--- config.mk ---
export PLATFORM = sky130hd
export DESIGN_NAME = rl_run_controller
export DESIGN_NICKNAME = d
export VERILOG_FILES = /design/src/rtl/rl_run_controller.sv
export SDC_FILE = /design/constraint.sdc
export NUM_CORES = 1
export LEC_CHECK = 0
export CORE_MARGIN = 4
export CORE_UTILIZATION = 36
export DETAILED_ROUTE_END_ITERATION = 16
export GPL_ROUTABILITY_DRIVEN = 0
export PLACE_DENSITY = 0.65
export SKIP_LAST_GASP = 1
export SLEW_MARGIN = 20
export SYNTH_ARGS = -nofsm -noshare
export SYNTH_HDL_FRONTEND = slang
export SYNTH_SLANG_ARGS = --single-unit
--- constraint.sdc ---
create_clock -name i_clk -period 3.6 [get_ports i_clk]
set_input_delay 0.54 -clock i_clk [delete_from_list [all_inputs] [get_ports i_clk]]
set_output_delay 0.54 -clock i_clk [all_outputs]
set_load 0.01 [all_outputs]
--- src/rtl/rl_run_controller.sv ---
// Purpose : sequences range-limited force passes for one MD run (start hold, read wait, drain, motion update).
// Latency : every transition lands on the clock edge after its condition is seen; all outputs are registered.
// Backpres: holds in READ_WAIT/DRAIN/MU until the RL top reports progress; a watchdog parks it in ERROR if stuck.
//
// Ports
//   i_clk, i_rst                 clock, synchronous active-high reset
//   i_go, i_abort                run start (IDLE only) / return to IDLE from anywhere
//   i_num_iterations             passes per run, sampled on go (0 runs one pass)
//   i_reading_done               per-cell reading finished
//   i_back_pressure              per-cell back pressure
//   i_filter_buffer_empty        per-cell filter buffers empty
//   i_force_valid_and            AND of all cells' force_valid
//   i_mu_done                    motion update finished (pulse or level)
//   o_start, o_mu_start          start to RL top / one-cycle motion update trigger
//   o_busy, o_done               not IDLE / one-cycle run-complete pulse
//   o_timeout_err                sticky watchdog error
//   o_iter_count, o_pass_cycles  completed passes / START..NEXT length of the last completed pass
module rl_run_controller #(
  parameter int NUM_CELLS         = 64,
  parameter int ITER_WIDTH        = 16,
  parameter int START_HOLD_CYCLES = 50,
  parameter int DRAIN_SETTLE      = 4,
  parameter int TIMEOUT_WIDTH     = 24,
  parameter int TIMEOUT_CYCLES    = 2**20
) (
  input  logic                     i_clk,
  input  logic                     i_rst,
  input  logic                     i_go,
  input  logic                     i_abort,
  input  logic [ITER_WIDTH-1:0]    i_num_iterations,
  input  logic [NUM_CELLS-1:0]     i_reading_done,
  input  logic [NUM_CELLS-1:0]     i_back_pressure,
  input  logic [NUM_CELLS-1:0]     i_filter_buffer_empty,
  input  logic                     i_force_valid_and,
  input  logic                     i_mu_done,
  output logic                     o_start,
  output logic                     o_mu_start,
  output logic                     o_busy,
  output logic                     o_done,
  output logic                     o_timeout_err,
  output logic [ITER_WIDTH-1:0]    o_iter_count,
  output logic [TIMEOUT_WIDTH-1:0] o_pass_cycles
);

  localparam logic [2:0] S_IDLE      = 3'd0;
  localparam logic [2:0] S_START     = 3'd1;
  localparam logic [2:0] S_READ_WAIT = 3'd2;
  localparam logic [2:0] S_DRAIN     = 3'd3;
  localparam logic [2:0] S_MU        = 3'd4;
  localparam logic [2:0] S_NEXT      = 3'd5;
  localparam logic [2:0] S_DONE      = 3'd6;
  localparam logic [2:0] S_ERROR     = 3'd7;

  localparam int HOLD_W   = $clog2(START_HOLD_CYCLES + 1);
  localparam int SETTLE_W = $clog2(DRAIN_SETTLE + 1);

  // Counters compare against "last" values so the exit decision is made in
  // the final cycle of the window and the new state starts exactly on time.
  localparam logic [HOLD_W-1:0]        HOLD_LAST   = HOLD_W'(START_HOLD_CYCLES - 1);
  localparam logic [SETTLE_W-1:0]      SETTLE_LAST = SETTLE_W'(DRAIN_SETTLE - 1);
  localparam logic [TIMEOUT_WIDTH-1:0] WD_LAST     = TIMEOUT_WIDTH'(TIMEOUT_CYCLES - 1);

  logic [2:0]               r_state;
  logic [2:0]               w_nxt;
  logic [HOLD_W-1:0]        r_hold;
  logic [SETTLE_W-1:0]      r_settle;
  logic [TIMEOUT_WIDTH-1:0] r_wd;
  logic [TIMEOUT_WIDTH-1:0] r_pcnt;
  logic [ITER_WIDTH-1:0]    r_target;
  logic [ITER_WIDTH-1:0]    r_iter;
  logic [TIMEOUT_WIDTH-1:0] r_pass_cycles;
  logic                     r_start;
  logic                     r_mu_start;
  logic                     r_busy;
  logic                     r_done;
  logic                     r_terr;

  logic                     w_quiet;
  logic                     w_wait_state;
  logic [ITER_WIDTH-1:0]    w_iter_inc;

  assign w_quiet      = i_force_valid_and & (&i_filter_buffer_empty) & ~(|i_back_pressure);
  assign w_wait_state = (r_state == S_READ_WAIT) || (r_state == S_DRAIN) || (r_state == S_MU);
  assign w_iter_inc   = r_iter + ITER_WIDTH'(1);

  always_comb begin
    w_nxt = r_state;
    case (r_state)
      S_IDLE:      if (i_go) w_nxt = S_START;
      S_START:     if (r_hold == HOLD_LAST) w_nxt = S_READ_WAIT;
      S_READ_WAIT: if (&i_reading_done) w_nxt = S_DRAIN;
      S_DRAIN:     if (w_quiet && (r_settle == SETTLE_LAST)) w_nxt = S_MU;
      S_MU:        if (i_mu_done) w_nxt = S_NEXT;
      S_NEXT:      w_nxt = (w_iter_inc == r_target) ? S_DONE : S_START;
      S_DONE:      w_nxt = S_IDLE;
      S_ERROR:     w_nxt = S_ERROR;
      default:     w_nxt = S_IDLE;
    endcase
    // Watchdog expiry beats the normal exit; abort beats everything.
    if (w_wait_state && (r_wd == WD_LAST)) w_nxt = S_ERROR;
    if (i_abort) w_nxt = S_IDLE;
  end

  always_ff @(posedge i_clk) begin
    if (i_rst) begin
      r_state       <= S_IDLE;
      r_hold        <= '0;
      r_settle      <= '0;
      r_wd          <= '0;
      r_pcnt        <= '0;
      r_target      <= '0;
      r_iter        <= '0;
      r_pass_cycles <= '0;
      r_start       <= 1'b0;
      r_mu_start    <= 1'b0;
      r_busy        <= 1'b0;
      r_done        <= 1'b0;
      r_terr        <= 1'b0;
    end else begin
      r_state  <= w_nxt;
      r_hold   <= ((r_state == S_START) && (w_nxt == S_START)) ? r_hold + HOLD_W'(1) : '0;
      r_settle <= ((r_state == S_DRAIN) && (w_nxt == S_DRAIN) && w_quiet)
                  ? r_settle + SETTLE_W'(1) : '0;
      r_wd     <= ((w_nxt == r_state) && w_wait_state) ? r_wd + TIMEOUT_WIDTH'(1) : '0;

      // Pass length counts the START entry cycle as 1 and saturates.
      if ((w_nxt == S_START) && (r_state != S_START)) begin
        r_pcnt <= TIMEOUT_WIDTH'(1);
      end else if (r_pcnt != {TIMEOUT_WIDTH{1'b1}}) begin
        r_pcnt <= r_pcnt + TIMEOUT_WIDTH'(1);
      end

      if ((r_state == S_IDLE) && (w_nxt == S_START)) begin
        r_target <= (i_num_iterations == '0) ? ITER_WIDTH'(1) : i_num_iterations;
        r_iter   <= '0;
      end else if ((r_state == S_NEXT) && !i_abort) begin
        r_iter        <= w_iter_inc;
        r_pass_cycles <= r_pcnt;
      end

      // Outputs follow the state being entered so they line up with it.
      r_start    <= (w_nxt == S_START);
      r_mu_start <= (w_nxt == S_MU) && (r_state != S_MU);
      r_busy     <= (w_nxt != S_IDLE);
      r_done     <= (w_nxt == S_DONE);
      r_terr     <= (w_nxt == S_ERROR);
    end
  end

  assign o_start       = r_start;
  assign o_mu_start    = r_mu_start;
  assign o_busy        = r_busy;
  assign o_done        = r_done;
  assign o_timeout_err = r_terr;
  assign o_iter_count  = r_iter;
  assign o_pass_cycles = r_pass_cycles;

endmodule

==> impl.org <==
** Routing
- The first routing iteration left 254 violations.
- Total vias in the final route :: 6840
- Post-detailed-route via-to-cell ratio :: 5.36
- After detailed routing, the number of remaining DRC violations is 0.
- Dividing the detail-routed wire length by the instance count gives 17.5 um.
- The first detailed-routing pass ran for 5 iterations.
- For this block, the routed nets add up to 22300 um of wire.
- Number of antenna-violating nets in the routed design :: 0

** Global route
- Largest net degree at the start of global routing :: 51
- First-pass GRT wire length :: 35200 um
- The total overflow left after global routing is 0.
- Vias in the first global route :: 6816
- Across every metal layer, demand over resource in global routing totals 0.214.
- Antenna violations before repair :: 0

** Cells and area
- Fillers :: 1654
- Most frequent standard cell in the layout excluding fill and tap cells :: sky130_fd_sc_hd__clkdlybuf4s50_1
- Share of post-route cells with drive strength above 1 :: 0.112
- In the final layout, flip-flops and latches occupy 2420 um^2.
- Most used cells in the layout excluding fill and tap cells :: sky130_fd_sc_hd__clkdlybuf4s50_1, sky130_fd_sc_hd__dfxtp_1, sky130_fd_sc_hd__nand2_1, sky130_fd_sc_hd__nand4_1, sky130_fd_sc_hd__nor2_1
- Summing all multi-input logic gate instances after layout gives 4030 um^2.
- 0 antenna diodes ended up in the layout.
- In the final design database the tool counted 1256 nets.
- Final std cells w/o fill :: 1276
- From synthesis to final layout, the design area changed by 52.8%.
- Design area :: 10300 um^2

** Timing
- For this run, the top clock speed supported by timing is 0.297 GHz.
- Fin Setup TNS :: 0 ns
- Setup repair after global routing left no endpoint under its margin.
- The number of pins exceeding their max-slew limit in the final report came to 0.
- Min Clock Period, post-route :: 3.37 ns
- Actual slew at the worst max-slew pin :: 1.08 ns
- Final Cycle Share :: 0.935
- Setup violations remaining at the end of the flow were counted as 0.
- Measured against its own limit, the worst slew margin works out to 0.280.
- Across all hold checks on the routed design, the worst slack comes to 0.432 ns.
- Between clock sinks in the finished design, the worst skew comes to 0.00675 ns.
- The number of hold-slack violations in the final timing report is 0.

** Run status
- The run finished with clean final reports.

** Setup path
- Sort of element at the end of the critical path :: flop
- STA classifies the critical path startpoint as an input port.
- Data arrival time of the critical path :: 3.66 ns
- R2r setup slk :: 0.54 ns
- The signal on the critical path passes through clkdlybuf4s50_1 > or4_1 > or4_1 > or4_4 > nor3_2 > a31oi_1 > o21ba_1 > a211oi_4 > buf_12 > a211oi_1.
- Critical Path Max Stage Delay :: 0.57 ns
- Of all nets on the critical path, the largest fanout is 24.
- Category of the most critical setup path :: input port to flop
- Slowest stage cell, crit path :: sky130_fd_sc_hd__or4_1
- For the worst setup path, the data required time is 3.90 ns.
- The cell that appears most often on the critical path is sky130_fd_sc_hd__or4_1.

** Power
- Leak :: 0.00329 uW
- Portion of total power attributed to the clock network :: 0.488
- Pint :: 2730 uW
- Combinational power share :: 0.117
- Of the total power, registers draw 0.395.
- In this run the power density over the cells is 338 nW/um^2.
- VDD IR max :: 0.326 mV
- Net switching share of the total power :: 0.212
- Power spent charging and discharging nets :: 736 uW

** Die
- Floorplan die width :: 145 um
- Cell row count :: 49
- From bottom edge to top edge, the die measures 145 um.
- The core region is 18100 um^2.
- For this configuration, the core starts out at a cell density of 0.370.
- 259 I/O pins were placed.
- The die covers 20900 um^2.

** Synthesis
- Yosys mapped a number of flops with a built-in enable equal to 0.
- The cell count after synthesis came out at 769.
- Flip-flop cell with the highest count after synthesis :: sky130_fd_sc_hd__dfxtp_1
- Mapped Nets :: 990
- Post-synth top area share :: 0.361
- Of all cell types, the one taking the most synthesized area is sky130_fd_sc_hd__dfxtp_1.
- Yosys printed 0 warnings.
- Summing every instance area after synthesis gives 6710 um^2.
- The synthesized design contains 121 register bits.
- After synthesis, the netlist uses 70 different library cells.
- By area the synthesized netlist is led by sky130_fd_sc_hd__dfxtp_1, sky130_fd_sc_hd__xnor2_1, sky130_fd_sc_hd__nand4_1.
- Post-synth ARST share :: 0
- In this run the mean area of a mapped cell was 8.73 um^2.
- Of the synthesized area, sequential elements account for 0.361.

** Clocking
- Post-cts gate resize count :: 0
- The tree is rooted in a sky130_fd_sc_hd__clkbuf_16.
- The longest clock path from root to sink contains 2 buffers.
- Clock tree from TritonCTS :: yes
- Cts-stage hold buffer count :: 0
- Worst-skew pair later-pin latency :: 0.42 ns
- The number of setup buffers added after CTS is 0.
- In this run, CTS created clock tree buffers numbering 17.
- H-tree levels :: 4
- # clock sinks :: 121
- Clock transition time at the flip-flop clock pins of the worst setup and hold paths :: 0.05 ns

** Placement
- Number of cells after detailed placement :: 1245
- Detailed placement finished with a half-perimeter wire length of 17800 um.
- Post-place instance area :: 9670 um^2
- Port buffering added 258 buffers.

** Min path
- The tightest min-delay check is of the flop to flop type.

** Job
- Max Cap Viol :: 0
-- synthesized netlist by cell type (17+ instances only) --
cell	instances
sky130_fd_sc_hd__nand2_1	88
sky130_fd_sc_hd__nand3_1	33
sky130_fd_sc_hd__xnor2_1	41
sky130_fd_sc_hd__nor3_2	27
sky130_fd_sc_hd__xor2_1	38
sky130_fd_sc_hd__nor2_1	54
sky130_fd_sc_hd__nand4_1	57
sky130_fd_sc_hd__clkbuf_1	28
sky130_fd_sc_hd__nor3_1	17
sky130_fd_sc_hd__nor4_1	37
sky130_fd_sc_hd__a211oi_2	21
sky130_fd_sc_hd__dfxtp_1	121
sky130_fd_sc_hd__a21oi_1	33
-- power by group through the flow --
stage / Combinational [uW] / Clock [uW] / Sequential [uW]
finish: 405 / 1690 / 1370
global placement: 402 / 0 / 1400
detailed placement: 404 / 0 / 1400
CTS: 406 / 1730 / 1370
floorplan: 112 / 0 / 1390
global route: 432 / 1780 / 1370
-- sequential cells by signal, indices dropped and copies added, names as in the netlist --
register and count:
o_mu_start 1, r_pcnt 24, o_pass_cycles 24, r_target 16, o_start 1, o_done 1
r_hold 6, o_iter_count 16, r_state 3, r_settle 3, o_timeout_err 1, r_wd 24
o_busy 1
-- metal layers --
| layer | up-vias | track usage | wire length, um | share of wire |
|---|---|---|---|---|
| met2 | 195 | 0.354 | 10700 | 0.48 |
| li1 | 3414 | - | - | - |
| met1 | 3199 | 0.279 | 9740 | 0.44 |
| met4 | 0 | 0.0545 | 376 | 0.017 |
| met5 | - | 0 | 0 | 0 |
| met3 | 32 | 0.0556 | 1460 | 0.066 |
-- cells by family (layout without fill, tap and decap cells) --
group / after synthesis / in the layout / share of synthesized area
DFF: 121 / 121 / 0.361
adders and majority gates: 7 / 7 / 0.0130
and+or+nand+nor: 390 / 390 / 0.335
AOI/OAI and AO/OA: 113 / 113 / 0.142
xor gates and xnor gates: 79 / 79 / 0.103
muxes: 5 / 5 / 0.00746
buffers and inverters: 54 / 332 / 0.0380
-- worst max-delay path: cells and delay by family --
family / cells / cell delay, ns
AO/OA/AOI/OAI: 4 / 0.68
buffers and inverters: 2 / 0.65
AND/OR/NAND/NOR: 4 / 1.79
-- metrics by stage --
step / util / power (uW) / setup WS [ns]
5_1_grt: 0.565 / 3590 / 0.152
3_3_place_gp: 0.533 / 1800 / -0.156
2_1_floorplan: - / 1510 / 0.402
4_1_cts: 0.565 / 3500 / 0.250
3_5_place_dp: 0.533 / 1800 / -0.189
6_report: 0.565 / 3470 / 0.233
-- layout make-up --
cell class,instances,area share
clock buffers,22,0.0453
inverters,14,0.00513
flip-flops and latches,121,0.236
well taps,229,0.0279
clock inverters,9,0.0120
multi-input cells,594,0.393
repair buffers,287,0.280
-- worst paths after layout --
check / from / end / cells past startpoint
max: i_back_pressure[45] / r_wd[23] / 10
min: r_settle[0] / r_settle[0] / 1
max reg2reg: o_iter_count[10] / r_wd[23] / 9
min reg2reg: r_settle[0] / r_settle[0] / 1
Note: power is estimated with default switching activity, not from simulation.
